## src/rtl/sd_word_scheduler_if.sv

```systemverilog
// Config handshake bundle between a config source and sd_word_scheduler.
interface sd_word_scheduler_if #(
    parameter int unsigned BITWIDTH = 40,
    parameter int unsigned CNTW     = 16
);
    logic                cfg_valid;
    logic                cfg_ready;
    logic [BITWIDTH-1:0] cfg_k1;
    logic [BITWIDTH-1:0] cfg_k2;
    logic [CNTW-1:0]     cfg_n1;
    logic [CNTW-1:0]     cfg_n2;

    modport master (output cfg_valid, cfg_k1, cfg_k2, cfg_n1, cfg_n2, input cfg_ready);
    modport slave  (input cfg_valid, cfg_k1, cfg_k2, cfg_n1, cfg_n2, output cfg_ready);
endinterface

```

## src/rtl/sd_word_scheduler.sv

```systemverilog
// Two-word sigma-delta sequencer: alternates kin1/kin2 dwell windows per period and
// swaps double-buffered config only at period boundaries.
module sd_word_scheduler #(
    parameter int unsigned BITWIDTH   = 40,
    parameter int unsigned CNTW       = 16,
    parameter int unsigned RESET_HOLD = 4
) (
    input  logic                clk,
    input  logic                reset,
    input  logic                enable,
    sd_word_scheduler_if.slave  cfg,
    output logic [BITWIDTH-1:0] kin1,
    output logic [BITWIDTH-1:0] kin2,
    output logic                muxin1,
    output logic                sd_reset,
    output logic                period_tick,
    output logic                busy
);
    localparam logic [1:0] ST_IDLE   = 2'd0;
    localparam logic [1:0] ST_FLUSH  = 2'd1;
    localparam logic [1:0] ST_DWELL1 = 2'd2;
    localparam logic [1:0] ST_DWELL2 = 2'd3;

    logic [1:0]          state, state_d;
    logic [CNTW-1:0]     cnt, cnt_d;
    logic [CNTW-1:0]     act_n1, act_n2, sh_n1, sh_n2, n1_use, n2_use;
    logic [BITWIDTH-1:0] sh_k1, sh_k2;
    logic                pending, active_valid, ready_q;
    logic                accept, swap, new_period, tick_d;

    assign cfg.cfg_ready = ready_q;
    assign accept        = cfg.cfg_valid && ready_q;

    // Next state; a boundary edge with a pending shadow starts the new period on the new dwells.
    always_comb begin
        state_d    = state;
        cnt_d      = cnt;
        new_period = 1'b0;
        swap       = pending && ((state == ST_IDLE) || period_tick);
        n1_use     = swap ? sh_n1 : act_n1;
        n2_use     = swap ? sh_n2 : act_n2;
        if (!enable) begin
            state_d = ST_IDLE;
        end else begin
            case (state)
                ST_IDLE: begin
                    if (active_valid) begin
                        state_d = ST_FLUSH;
                        cnt_d   = CNTW'(RESET_HOLD);
                    end
                end
                ST_FLUSH: begin
                    if (cnt == CNTW'(1)) new_period = 1'b1;
                    else                 cnt_d = cnt - CNTW'(1);
                end
                ST_DWELL1: begin
                    if (cnt != CNTW'(1)) begin
                        cnt_d = cnt - CNTW'(1);
                    end else if (act_n2 == '0) begin
                        new_period = 1'b1;
                    end else begin
                        state_d = ST_DWELL2;
                        cnt_d   = act_n2;
                    end
                end
                ST_DWELL2: begin
                    if (cnt == CNTW'(1)) new_period = 1'b1;
                    else                 cnt_d = cnt - CNTW'(1);
                end
                default: state_d = ST_IDLE;
            endcase
            if (new_period) begin
                if (n1_use != '0) begin
                    state_d = ST_DWELL1;
                    cnt_d   = n1_use;
                end else begin
                    state_d = ST_DWELL2;
                    cnt_d   = n2_use;
                end
            end
        end
        tick_d = (cnt_d == CNTW'(1)) &&
                 ((state_d == ST_DWELL2) || ((state_d == ST_DWELL1) && (n2_use == '0)));
    end

    always_ff @(posedge clk or negedge reset) begin
        if (!reset) begin
            state        <= ST_IDLE;
            cnt          <= '0;
            kin1         <= '0;
            kin2         <= '0;
            act_n1       <= '0;
            act_n2       <= '0;
            sh_k1        <= '0;
            sh_k2        <= '0;
            sh_n1        <= '0;
            sh_n2        <= '0;
            pending      <= 1'b0;
            active_valid <= 1'b0;
            ready_q      <= 1'b1;
            muxin1       <= 1'b0;
            sd_reset     <= 1'b1;
            period_tick  <= 1'b0;
            busy         <= 1'b0;
        end else begin
            state       <= state_d;
            cnt         <= cnt_d;
            muxin1      <= (state_d == ST_DWELL1);
            sd_reset    <= (state_d == ST_IDLE) || (state_d == ST_FLUSH);
            busy        <= (state_d != ST_IDLE);
            period_tick <= tick_d;
            // Shadow holds normalised dwells: an all-zero period becomes a single DWELL2 cycle.
            if (accept) begin
                sh_k1   <= cfg.cfg_k1;
                sh_k2   <= cfg.cfg_k2;
                sh_n1   <= cfg.cfg_n1;
                sh_n2   <= ((cfg.cfg_n1 == '0) && (cfg.cfg_n2 == '0)) ? CNTW'(1) : cfg.cfg_n2;
                pending <= 1'b1;
                ready_q <= 1'b0;
            end else if (!pending && !ready_q) begin
                ready_q <= 1'b1;
            end
            if (swap) begin
                kin1         <= sh_k1;
                kin2         <= sh_k2;
                act_n1       <= sh_n1;
                act_n2       <= sh_n2;
                active_valid <= 1'b1;
                pending      <= 1'b0;
            end
        end
    end
endmodule

```

## src/flat_wrapper.sv

```systemverilog
// flat-port wrapper written by rule: the top's interface ports become plain ports
module sd_word_scheduler_flat 
#(
    parameter int unsigned BITWIDTH   = 40,
    parameter int unsigned CNTW       = 16,
    parameter int unsigned RESET_HOLD = 4
)
  (clk, reset, enable, kin1, kin2, muxin1, sd_reset, period_tick, busy, cfg_cfg_valid, cfg_cfg_k1, cfg_cfg_k2, cfg_cfg_n1, cfg_cfg_n2, cfg_cfg_ready);
  sd_word_scheduler_if #(.BITWIDTH(BITWIDTH), .CNTW(CNTW)) cfg_i ();
  input  logic clk;
  input  logic reset;
  input  logic enable;
  output logic [BITWIDTH-1:0] kin1;
  output logic [BITWIDTH-1:0] kin2;
  output logic muxin1;
  output logic sd_reset;
  output logic period_tick;
  output logic busy;
  input wire logic [$bits(cfg_i.cfg_valid)-1:0] cfg_cfg_valid;
  input wire logic [$bits(cfg_i.cfg_k1)-1:0] cfg_cfg_k1;
  input wire logic [$bits(cfg_i.cfg_k2)-1:0] cfg_cfg_k2;
  input wire logic [$bits(cfg_i.cfg_n1)-1:0] cfg_cfg_n1;
  input wire logic [$bits(cfg_i.cfg_n2)-1:0] cfg_cfg_n2;
  output wire logic [$bits(cfg_i.cfg_ready)-1:0] cfg_cfg_ready;
  assign cfg_i.cfg_valid = cfg_cfg_valid;
  assign cfg_i.cfg_k1 = cfg_cfg_k1;
  assign cfg_i.cfg_k2 = cfg_cfg_k2;
  assign cfg_i.cfg_n1 = cfg_cfg_n1;
  assign cfg_i.cfg_n2 = cfg_cfg_n2;
  assign cfg_cfg_ready = cfg_i.cfg_ready;
  sd_word_scheduler #(.BITWIDTH(BITWIDTH), .CNTW(CNTW), .RESET_HOLD(RESET_HOLD)) u_core (.clk(clk), .reset(reset), .enable(enable), .cfg(cfg_i), .kin1(kin1), .kin2(kin2), .muxin1(muxin1), .sd_reset(sd_reset), .period_tick(period_tick), .busy(busy));
endmodule
```

## config.mk

```make
export PLATFORM = sky130hd
export DESIGN_NAME = sd_word_scheduler_flat
export DESIGN_NICKNAME = d
export VERILOG_FILES = /design/src/rtl/sd_word_scheduler_if.sv /design/src/rtl/sd_word_scheduler.sv /design/src/flat_wrapper.sv
export SDC_FILE = /design/constraint.sdc
export NUM_CORES = 1
export LEC_CHECK = 0
export ABC_AREA = 0
export CAP_MARGIN = 20
export CORE_ASPECT_RATIO = 0.5
export CORE_MARGIN = 3
export CORE_UTILIZATION = 30
export CTS_CLUSTER_DIAMETER = 30
export DETAILED_ROUTE_END_ITERATION = 8
export HOLD_SLACK_MARGIN = 0.15
export PLACE_DENSITY = 0.55
export SLEW_MARGIN = 20
export SYNTH_ARGS = -nofsm -noshare
export SYNTH_HDL_FRONTEND = slang
export SYNTH_SLANG_ARGS = --single-unit
```

## constraint.sdc

```tcl
create_clock -name clk -period 6.67 [get_ports clk]
set_clock_uncertainty 0.1 [all_clocks]
set_input_delay 1.0005 -clock clk [delete_from_list [all_inputs] [get_ports clk]]
set_output_delay 1.0005 -clock clk [all_outputs]
set_load 0.005 [all_outputs]
```

After elaboration in Yosys (flattened, before gate mapping)

Cells that the tools add are included.

Flip-flop bits (word level): 249
Input bits: 116
Logic and storage cells: 76
Output and inout bits: 85

Muxes and demuxes: 27
$add $sub $neg: 1
Equality and inequality tests: 9
Reduce and logical (&&, ||, !) cells: 22

Operators by type and width:

| cell                                                                    | count |
|---|---|
| 16-bit two-way mux                                                      | 10 |
| 16-bit zero test                                                        | 4 |
| 16-bit one-hot mux with 3 select lines                                  | 1 |
| 16-bit by 1-bit equality test with 1-bit output (second input constant) | 2 |
| 16-bit by 1-bit != test with 1-bit output (second input constant)       | 1 |
| 16-bit nonzero test                                                     | 1 |
| 16-bit by 1-bit subtractor with 16-bit output (second input constant)   | 1 |
| 2-bit two-way mux                                                       | 5 |
| 1-bit two-way mux                                                       | 9 |
| 2-bit equality test (second input constant)                             | 4 |
| 1-bit logical AND                                                       | 6 |
| 2-bit nonzero test                                                      | 3 |
| 2-bit by 1-bit equality test with 1-bit output (second input constant)  | 2 |
| 2-bit zero test                                                         | 2 |
| 2-bit one-hot mux with 2 select lines                                   | 1 |
| 1-bit logical OR                                                        | 3 |
| 1-bit zero test                                                         | 2 |
| 1-bit one-hot mux with 2 select lines                                   | 1 |
| 2-bit OR reduction                                                      | 1 |

Longest topological paths before layout

Gate-level depths: netlist (run 1).

Word-level depth: 12
Depth in mapped cells: 11
Gate-level depth less buffers: 10

Worst setup path before layout (run 1)

OpenSTA, ideal clock, no wires.

Kind: reg2reg
From: reg u_core.cnt[0]
To: reg u_core.period_tick
Path buffers: 0
Path slack: 3.627 ns
Arrival: 2.847 ns
Library setup time: 0.096 ns
Clock period less this slack: 3.043 ns
Cell stages (with the launch flop): 11
Required time: 6.474 ns
Path through: dfrtp_1 -> inv_1 -> ha_1 -> nor4b_1 -> nand4b_1 -> xnor2_1 -> a22o_1 -> a22oi_1 -> o21ai_0 -> or4_1 -> nor4_2

Elaborated cells on any way between the ends: 24
Classes of those cells: 1 x add/sub; 5 x eq/ne; 15 x mux; 3 x reduce/logical

RTL lines:

| element                                                                                               | line                     | text |
|---|---|---|
| start: declaration                                                                                    | sd_word_scheduler.sv:25  | `logic [CNTW-1:0] cnt, cnt_d;` |
| start signal: assignment                                                                              | sd_word_scheduler.sv:107 | `cnt <= cnt_d;` |
| parallel branches: the longest is 4 deep, another holds 16-bit by 1-bit subtractor with 16-bit output | n/a                      |  |
| 16-bit two-way mux (*)                                                                                | sd_word_scheduler.sv:72  | `if (new_period) begin` |
| 16-bit two-way mux (*)                                                                                | sd_word_scheduler.sv:42  | `if (!enable) begin` |
| via u_core.cnt_d[14]                                                                                  | sd_word_scheduler.sv:25  |  |
| 16-bit by 1-bit equality test with 1-bit output (*)                                                   | sd_word_scheduler.sv:82  | `tick_d = (cnt_d == CNTW'(1)) &&` |
| 1-bit logical AND (*)                                                                                 | sd_word_scheduler.sv:82  |  |
| via u_core.tick_d                                                                                     | sd_word_scheduler.sv:29  | `logic accept, swap, new_period, tick_d;` |
| end signal: assignment                                                                                | sd_word_scheduler.sv:111 | `period_tick <= tick_d;` |
| end: declaration                                                                                      | sd_word_scheduler.sv:16  | `output logic period_tick,` |

Mark *: on every way through the listed nets, which the timed path passes. The select of a mux whose other input is x is not followed.
A chain may end at the register's enable or synchronous reset.

Worst setup path after layout (run 1)

From: reg u_core.state[0]
To: reg u_core.period_tick

Word-level cells in the longest chain between the ends: 12
Elaborated cells on any way between the ends: 30
Classes of those cells: 6 x eq/ne; 15 x mux; 9 x reduce/logical

Ends and longest elaborated chain:

| element                  | line                     | text |
|---|---|---|
| start: declaration       | sd_word_scheduler.sv:24  | `logic [1:0] state, state_d;` |
| start signal: assignment | sd_word_scheduler.sv:106 | `state <= state_d;` |
| 2-bit zero test (*)      | sd_word_scheduler.sv:39  | `swap = pending && ((state == ST_IDLE) \|\| period_tick);` |
| 1-bit logical OR (*)     | sd_word_scheduler.sv:39  |  |
| 1-bit logical AND (*)    | sd_word_scheduler.sv:39  |  |
| 16-bit two-way mux (*)   | sd_word_scheduler.sv:40  | `n1_use = swap ? sh_n1 : act_n1;` |
| via u_core.n1_use[9]     | sd_word_scheduler.sv:26  | `logic [CNTW-1:0] act_n1, act_n2, sh_n1, sh_n2, n1_use, n2_use;` |
| 16-bit nonzero test      | sd_word_scheduler.sv:73  | `if (n1_use != '0) begin` |
| 1-bit two-way mux        | sd_word_scheduler.sv:73  |  |
| 2-bit two-way mux        | sd_word_scheduler.sv:72  |  |
| 2-bit two-way mux        | sd_word_scheduler.sv:42  |  |
| 2-bit equality test      | sd_word_scheduler.sv:83  | `((state_d == ST_DWELL2) \|\| ((state_d == ST_DWELL1) && (n2_use == '0)));` |
| 1-bit logical AND        | sd_word_scheduler.sv:83  |  |
| 1-bit logical OR         | sd_word_scheduler.sv:83  |  |
| 1-bit logical AND (*)    | sd_word_scheduler.sv:82  |  |
| via u_core.tick_d        | sd_word_scheduler.sv:29  |  |

The timed path passes the listed nets; every way through them passes the cells marked *. The select of a mux whose other input is x is not followed.

==> results of run 1 <==
## layer usage
layer	vias up	routed length, µm	global-route usage, %
li1	3740	-	-
met3	64	1130	2.44
met2	174	16500	29.7
met1	4033	13100	20.8
met5	-	0	0
met4	0	827	5.44
## kinds of logic (layout without fill, tap and decap cells)
family                   after synthesis  after routing  synth area share, %
AO/OA/AOI/OAI                         92             92                 6.20
XOR/XNOR                               5              5                0.413
adder cells (fa/ha/maj)                2              2                0.236
buffers and inverters                 63            300                 2.52
flip-flops                           249            249                 58.8
multiplexers                         130            130                 13.8
AND/OR/NAND/NOR                      421            421                 18.1
## per-stage QoR
| stage | setup WS (ps) | hold WS [ps] |
|---|---|---|
| detailed placement | 2460 | 345 |
| global placement | 2480 | 340 |
| floorplan | 3630 | 333 |
| CTS | 2600 | 351 |
| global route | 2340 | 358 |
| finish | 2590 | 339 |
## layout make-up
class | instances | area [µm²]
Inverter | 14 | 52.6
Multi-Input combinational cell | 650 | 4130
Tap cell | 465 | 582
Clock buffer | 50 | 1150
Clock inverter | 29 | 358
Sequential cell | 249 | 6230
Timing Repair Buffer | 207 | 2070
Fill cell | 3202 | 19300
## cell usage in the layout (no fill, tap or decap), drive strengths merged, types with 4 or more instances in the layout
master and instances:
clkdlybuf4s50 199, mux2i 6, a211oi 8, dfrtp 247, nand4 12, a21oi 13, nand3 4, clkinv 12
and4 4, nor2 28, a31oi 4, clkinvlp 5, a221o 4, buf 8, inv 20, o21a 4
or4 4, a22o 4, xnor2 4, nand2b 4, bufinv 6, o21ai 25, nand2 306, nor4 32
clkbuf 50, mux2 124, and3 5, nor3 7
## registers in the layout, indices dropped and copies added (netlist names), 2 cells and up
signal	flops
u_core.state	2
u_core.sh_k1	40
u_core.act_n1	16
u_core.act_n2	16
u_core.sh_n2	16
u_core.cnt	16
u_core.sh_n1	16
u_core.kin2	40
u_core.kin1	40
u_core.sh_k2	40
## where the power goes
group	total [W]	switching [W]	internal [W]	leakage, nW
clock network	0.00229	0.000798	0.00149	0.731
registers	0.00277	0.000532	0.00224	3.01
logic	0.00233	0.00113	0.00120	2.71
## worst reg2reg max path: stages, from the launching register on
cell	delay, ps
dfrtp_1	670
nor2_8	130
o21ai_4	580
buf_4	580
mux2_4	370
a221o_1	290
a311oi_2	310
o2111ai_1	160
or4b_1	560
nor4_2	230
## worst paths after layout
check / start / end / slack, ps
setup reg to reg: u_core.state[0] / u_core.period_tick / 2590
setup / recovery: u_core.state[0] / u_core.period_tick / 2590
hold reg to reg: u_core.sh_k2[2] / u_core.kin2[2] / 340
hold / removal: reset / u_core.sh_k1[33] / 340
max in group asynchronous: reset / u_core.kin2[3] / 4710
min in group clk: u_core.sh_k2[2] / u_core.kin2[2] / 340
==> flow_summary.toml, run 1 <==
[setup_path]
slowest_stage = "dfrtp_1"
critPathMaxFanout = 44
setup.worst_path.class = "reg -> reg"
critPathLaunchType = "register"
max_stage_delay_ps = 670
path_delay_family = "compound AO/OA/AOI/OAI gates"
path_depth = 9
worstPathBufferInverterCount = 1
required_ps = 7000
r2r_cells = 9
endpoint_kind = "register"
cp_cell_sequence = "nor2_8, o21ai_4, buf_4, mux2_4, a221o_1, a311oi_2, o2111ai_1, or4b_1, nor4_2"
arrival_ps = 4410

[run]
cap_violations = 0

[logic_synthesis]
ys_top_cells_by_count = "305 x nand2_1, 247 x dfrtp_1, 123 x mux2_2"
postSynthAreaPerCell_um2 = 11.0
yosys-top-cells-area = "dfrtp_1 58%, mux2_2 13%, nand2_1 11%"
syn_nets = 1080
yosys_warnings = 0
syn_area_mm2 = 0.0106
netlist-cell-type-count = 74
synth_seq_cells = 249
async_reset_ff_share_pct = 100
synth_edf_count = 0
synthFlopType = "dfrtp_1"
synth_most_common_cell = "nand2_1"
yosysSeqAreaShare_pct = 58.8
synth_largest_area_cell = "dfrtp_1"
yosysTopAreaCellShare_pct = 58.3
synth_cells = 962

[detailed_routing]
via_per_inst = 4.81
route.detailed.wl_per_inst_um = 18.9
routed_wl_mm = 31.5
num_vias = 8011
first_pass_iters = 5
drt_iter0_markers = 488
drc = 0
drtAntennaViolNets = 0

[clock_network]
cts-root-buf = "clkbuf_16"
htree_levels = 2
cts_tree = "built"
cts_sinks = 249
ctsHoldBuffers = 0
cts_resized = 0
clkTransAtPathRegs_ps = 50
numCtsBuffers = 43
post_cts_buffers = 0
insertion_delay_ps = 530
cts_max_path_buffers = 3

[sta]
timing.final.hold_violations = 0
setup_violations = 0
finalMaxSlewViolations = 0
min_period_ps = 4080
fmax_mhz = 245
maxSlewHeadroom_pct = 29.7
min_period_over_period_pct = 61.1
rsz0062_at_grt = "false"
fin_setup_tns_ps = 0
tightest_slew_ps = 1050

[floorplanning]
ios = 201
dieArea_mm2 = 0.0378
initial_core_util_pct = 31.3
rows = 47
die_h_um = 139
coreArea_mm2 = 0.0339
die_x_um = 272

[place]
place_inst = 1585
placed_area_mm2 = 0.0131
hpwlAfterDp_mm = 22.0
numPortBuffers = 200
place.gp.congestion = 0.895

[grt]
grt_max_degree = 176
grt_pass1_wl_mm = 49.6
grt_use_total_pct = 16.7
first_global_vias = 8251
grt-ovfl-total = 0
antenna_found_initial = 0

[pwr]
p_per_area_mw_per_mm2 = 507
ir_drop_v = 0.000194
power.leakage_nw = 6.45
total_power_w = 0.00739

[finish]
final_core_utilization_pct = 43.0
drive_gt1_share_pct = 19.1
stdcell_count = 1664
n_antenna_cell = 0
area_growth_pct = 37.5
nNetsFinal = 1283
stdcell_area_mm2 = 0.0146

[outcome]
outcome = "completed"

[worst_hold_path]
hp-class = "in -> async"
Note: power is estimated with default switching activity, not from simulation.
==> inputs of run 2 (changes only) <==
Settings changed: PLACE_DENSITY 0.55 to 0.57.
Clock period 6.67 ns to 3.39 ns, I/O delays scaled along.
==> run 2 against run 1 <==
Compared with the run above: clock-buffer cell count rose by 2; clock power up 110%; global-route usage increased by 0.36 points.
==> flow_summary.toml, run 2 (synthesized netlist as in run 1, its figures left out) <==
[outcome]
outcome = "completed"

[sta]
timing.final.hold_violations = 0
finalMaxSlewViolations = 0
min_period_ps = 3310
rsz0062_at_grt = "false"
setup_violations = 0
finalWorstSetupSlack_ps = 84.7
hold_ws_ps = 351
tightest_slew_ps = 713
fin_setup_tns_ps = 0
maxSlewHeadroom_pct = 52.0
fmax_mhz = 303
min_period_over_period_pct = 97.5

[setup_path]
critPathLaunchType = "register"
critPathMaxFanout = 28
reg2reg_to = "u_core.period_tick"
r2r_start = "u_core.period_tick"
endpoint_kind = "register"
cp_cell_sequence = "o21ai_4, buf_6, mux2_2, o21a_1, o21ai_0, a31oi_1, or4_1, nor4_2"
reg2reg_slack_ps = 80
arrival_ps = 3620
required_ps = 3710
max_stage_delay_ps = 560
slowest_stage = "or4_1"
r2r_cells = 8
setup.worst_path.class = "reg -> reg"

[grt]
first_global_vias = 8569
antenna_found_initial = 1
grt_max_degree = 89
grt_use_total_pct = 17.0
grt_pass1_wl_mm = 50.8
grt-ovfl-total = 0

[run]
cap_violations = 0

[pwr]
p_comb_share_pct = 32.1
switchingPower_w = 0.00486
clock_power_share_pct = 32.0
ir_drop_v = 0.000380
power.internal_w = 0.0101
power.leakage_nw = 6.69
p_per_area_mw_per_mm2 = 1000
swShare_pct = 32.4
pwr-share-seq_pct = 35.9

[floorplanning]
coreArea_mm2 = 0.0339
initial_core_util_pct = 31.3
die_h_um = 139
rows = 47
dieArea_mm2 = 0.0378
die_x_um = 272
ios = 201

[clock_network]
cts_max_path_buffers = 3
numCtsBuffers = 44
cts_tree = "built"
insertion_delay_ps = 520
clkTransAtPathRegs_ps = 50
cts-root-buf = "clkbuf_16"
cts_sinks = 249
post_cts_buffers = 0
htree_levels = 2

[finish]
area_growth_pct = 41.0
final_cell_mix = "304 x nand2_1, 247 x dfrtp_1, 199 x clkdlybuf4s50_1"
drive_gt1_share_pct = 21.3
layout.cells.most_common = "nand2_1"
nNetsFinal = 1316

[worst_hold_path]
hold_end = "u_core.kin1[11]"
hp-class = "reg -> reg"
worstHoldStart = "u_core.sh_k1[11]"
whs_path_depth = 2

[detailed_routing]
drt_iter0_markers = 606
num_vias = 8180
route.detailed.wl_per_inst_um = 19.1
drtAntennaViolNets = 0
routed_wl_mm = 32.4
via_per_inst = 4.82
first_pass_iters = 5
drc = 0

[place]
numPortBuffers = 200
dp_slack_ps = 104
hpwlAfterDp_mm = 23.3
place.gp.congestion = 0.903
==> run 2: how the worst max path moves through the flow <==
stage                             from                  to  slack, ps  depth (start not counted)
floorplan                u_core.cnt[0]  u_core.period_tick        350                         10
CTS                 u_core.period_tick  u_core.period_tick         90                          8
detailed placement  u_core.period_tick  u_core.period_tick        100                          8
global placement    u_core.period_tick  u_core.period_tick        170                          8
finish              u_core.period_tick  u_core.period_tick         80                          8
global route         u_core.act_n2[11]  u_core.period_tick         40                          7
==> run 2: metal layers <==
layer | wire, µm | vias up | GRT usage [%]
li1 | - | 3809 | -
met1 | 13200 | 4105 | 20.9
met2 | 17100 | 219 | 31.0
met3 | 1440 | 47 | 2.78
met4 | 650 | 0 | 4.62
met5 | 0 | - | 0
==> run 2: final cells by class <==
class / instances / area, µm²
diodes: 1 / 2.50
clock buffers: 52 / 1190
clock inverters: 28 / 425
fillers: 3154 / 19000
inverters: 14 / 52.6
multi-input cells: 650 / 4130
flip-flops and latches: 249 / 6230
well taps: 465 / 582
repair buffers: 239 / 2340
==> run 2: worst max-delay path, delay by kind of cell (launching register included) <==
kind / cells / cell delay [ps]
AOI/OAI and AO/OA: 4 / 1080
and+or+nand+nor: 2 / 840
DFF: 1 / 470
muxes: 1 / 380
buffers and inverters: 1 / 320
==> run 2: power groups by stage <==
stage               clock network [W]  logic [W]  registers (W)
floorplan                           0    0.00271        0.00516
global placement                    0    0.00474        0.00535
detailed placement                  0    0.00483        0.00541
CTS                           0.00490    0.00486        0.00537
global route                  0.00506    0.00525        0.00555
finish                        0.00481    0.00481        0.00538
==> run 2: metrics by stage <==
stage | cell area [µm²] | utilization, % | total power (W) | cells
after detailed placement | 13300 | 39.3 | 0.0102 | 1616
final | 15000 | 44.1 | 0.0150 | 1698
after global placement | 13300 | 39.3 | 0.0101 | 1616
after CTS | 14900 | 44.1 | 0.0151 | 1697
after global routing | 15000 | 44.1 | 0.0159 | 1698
after floorplan | 10600 | - | 0.00787 | 962
==> run 2: repair_timing <==
action | CTS | global route
setup endpoints to repair | 0 | 1
hold buffers | 1 | 0
hold endpoints to repair | 82 | 0
gates resized for setup | 0 | 2
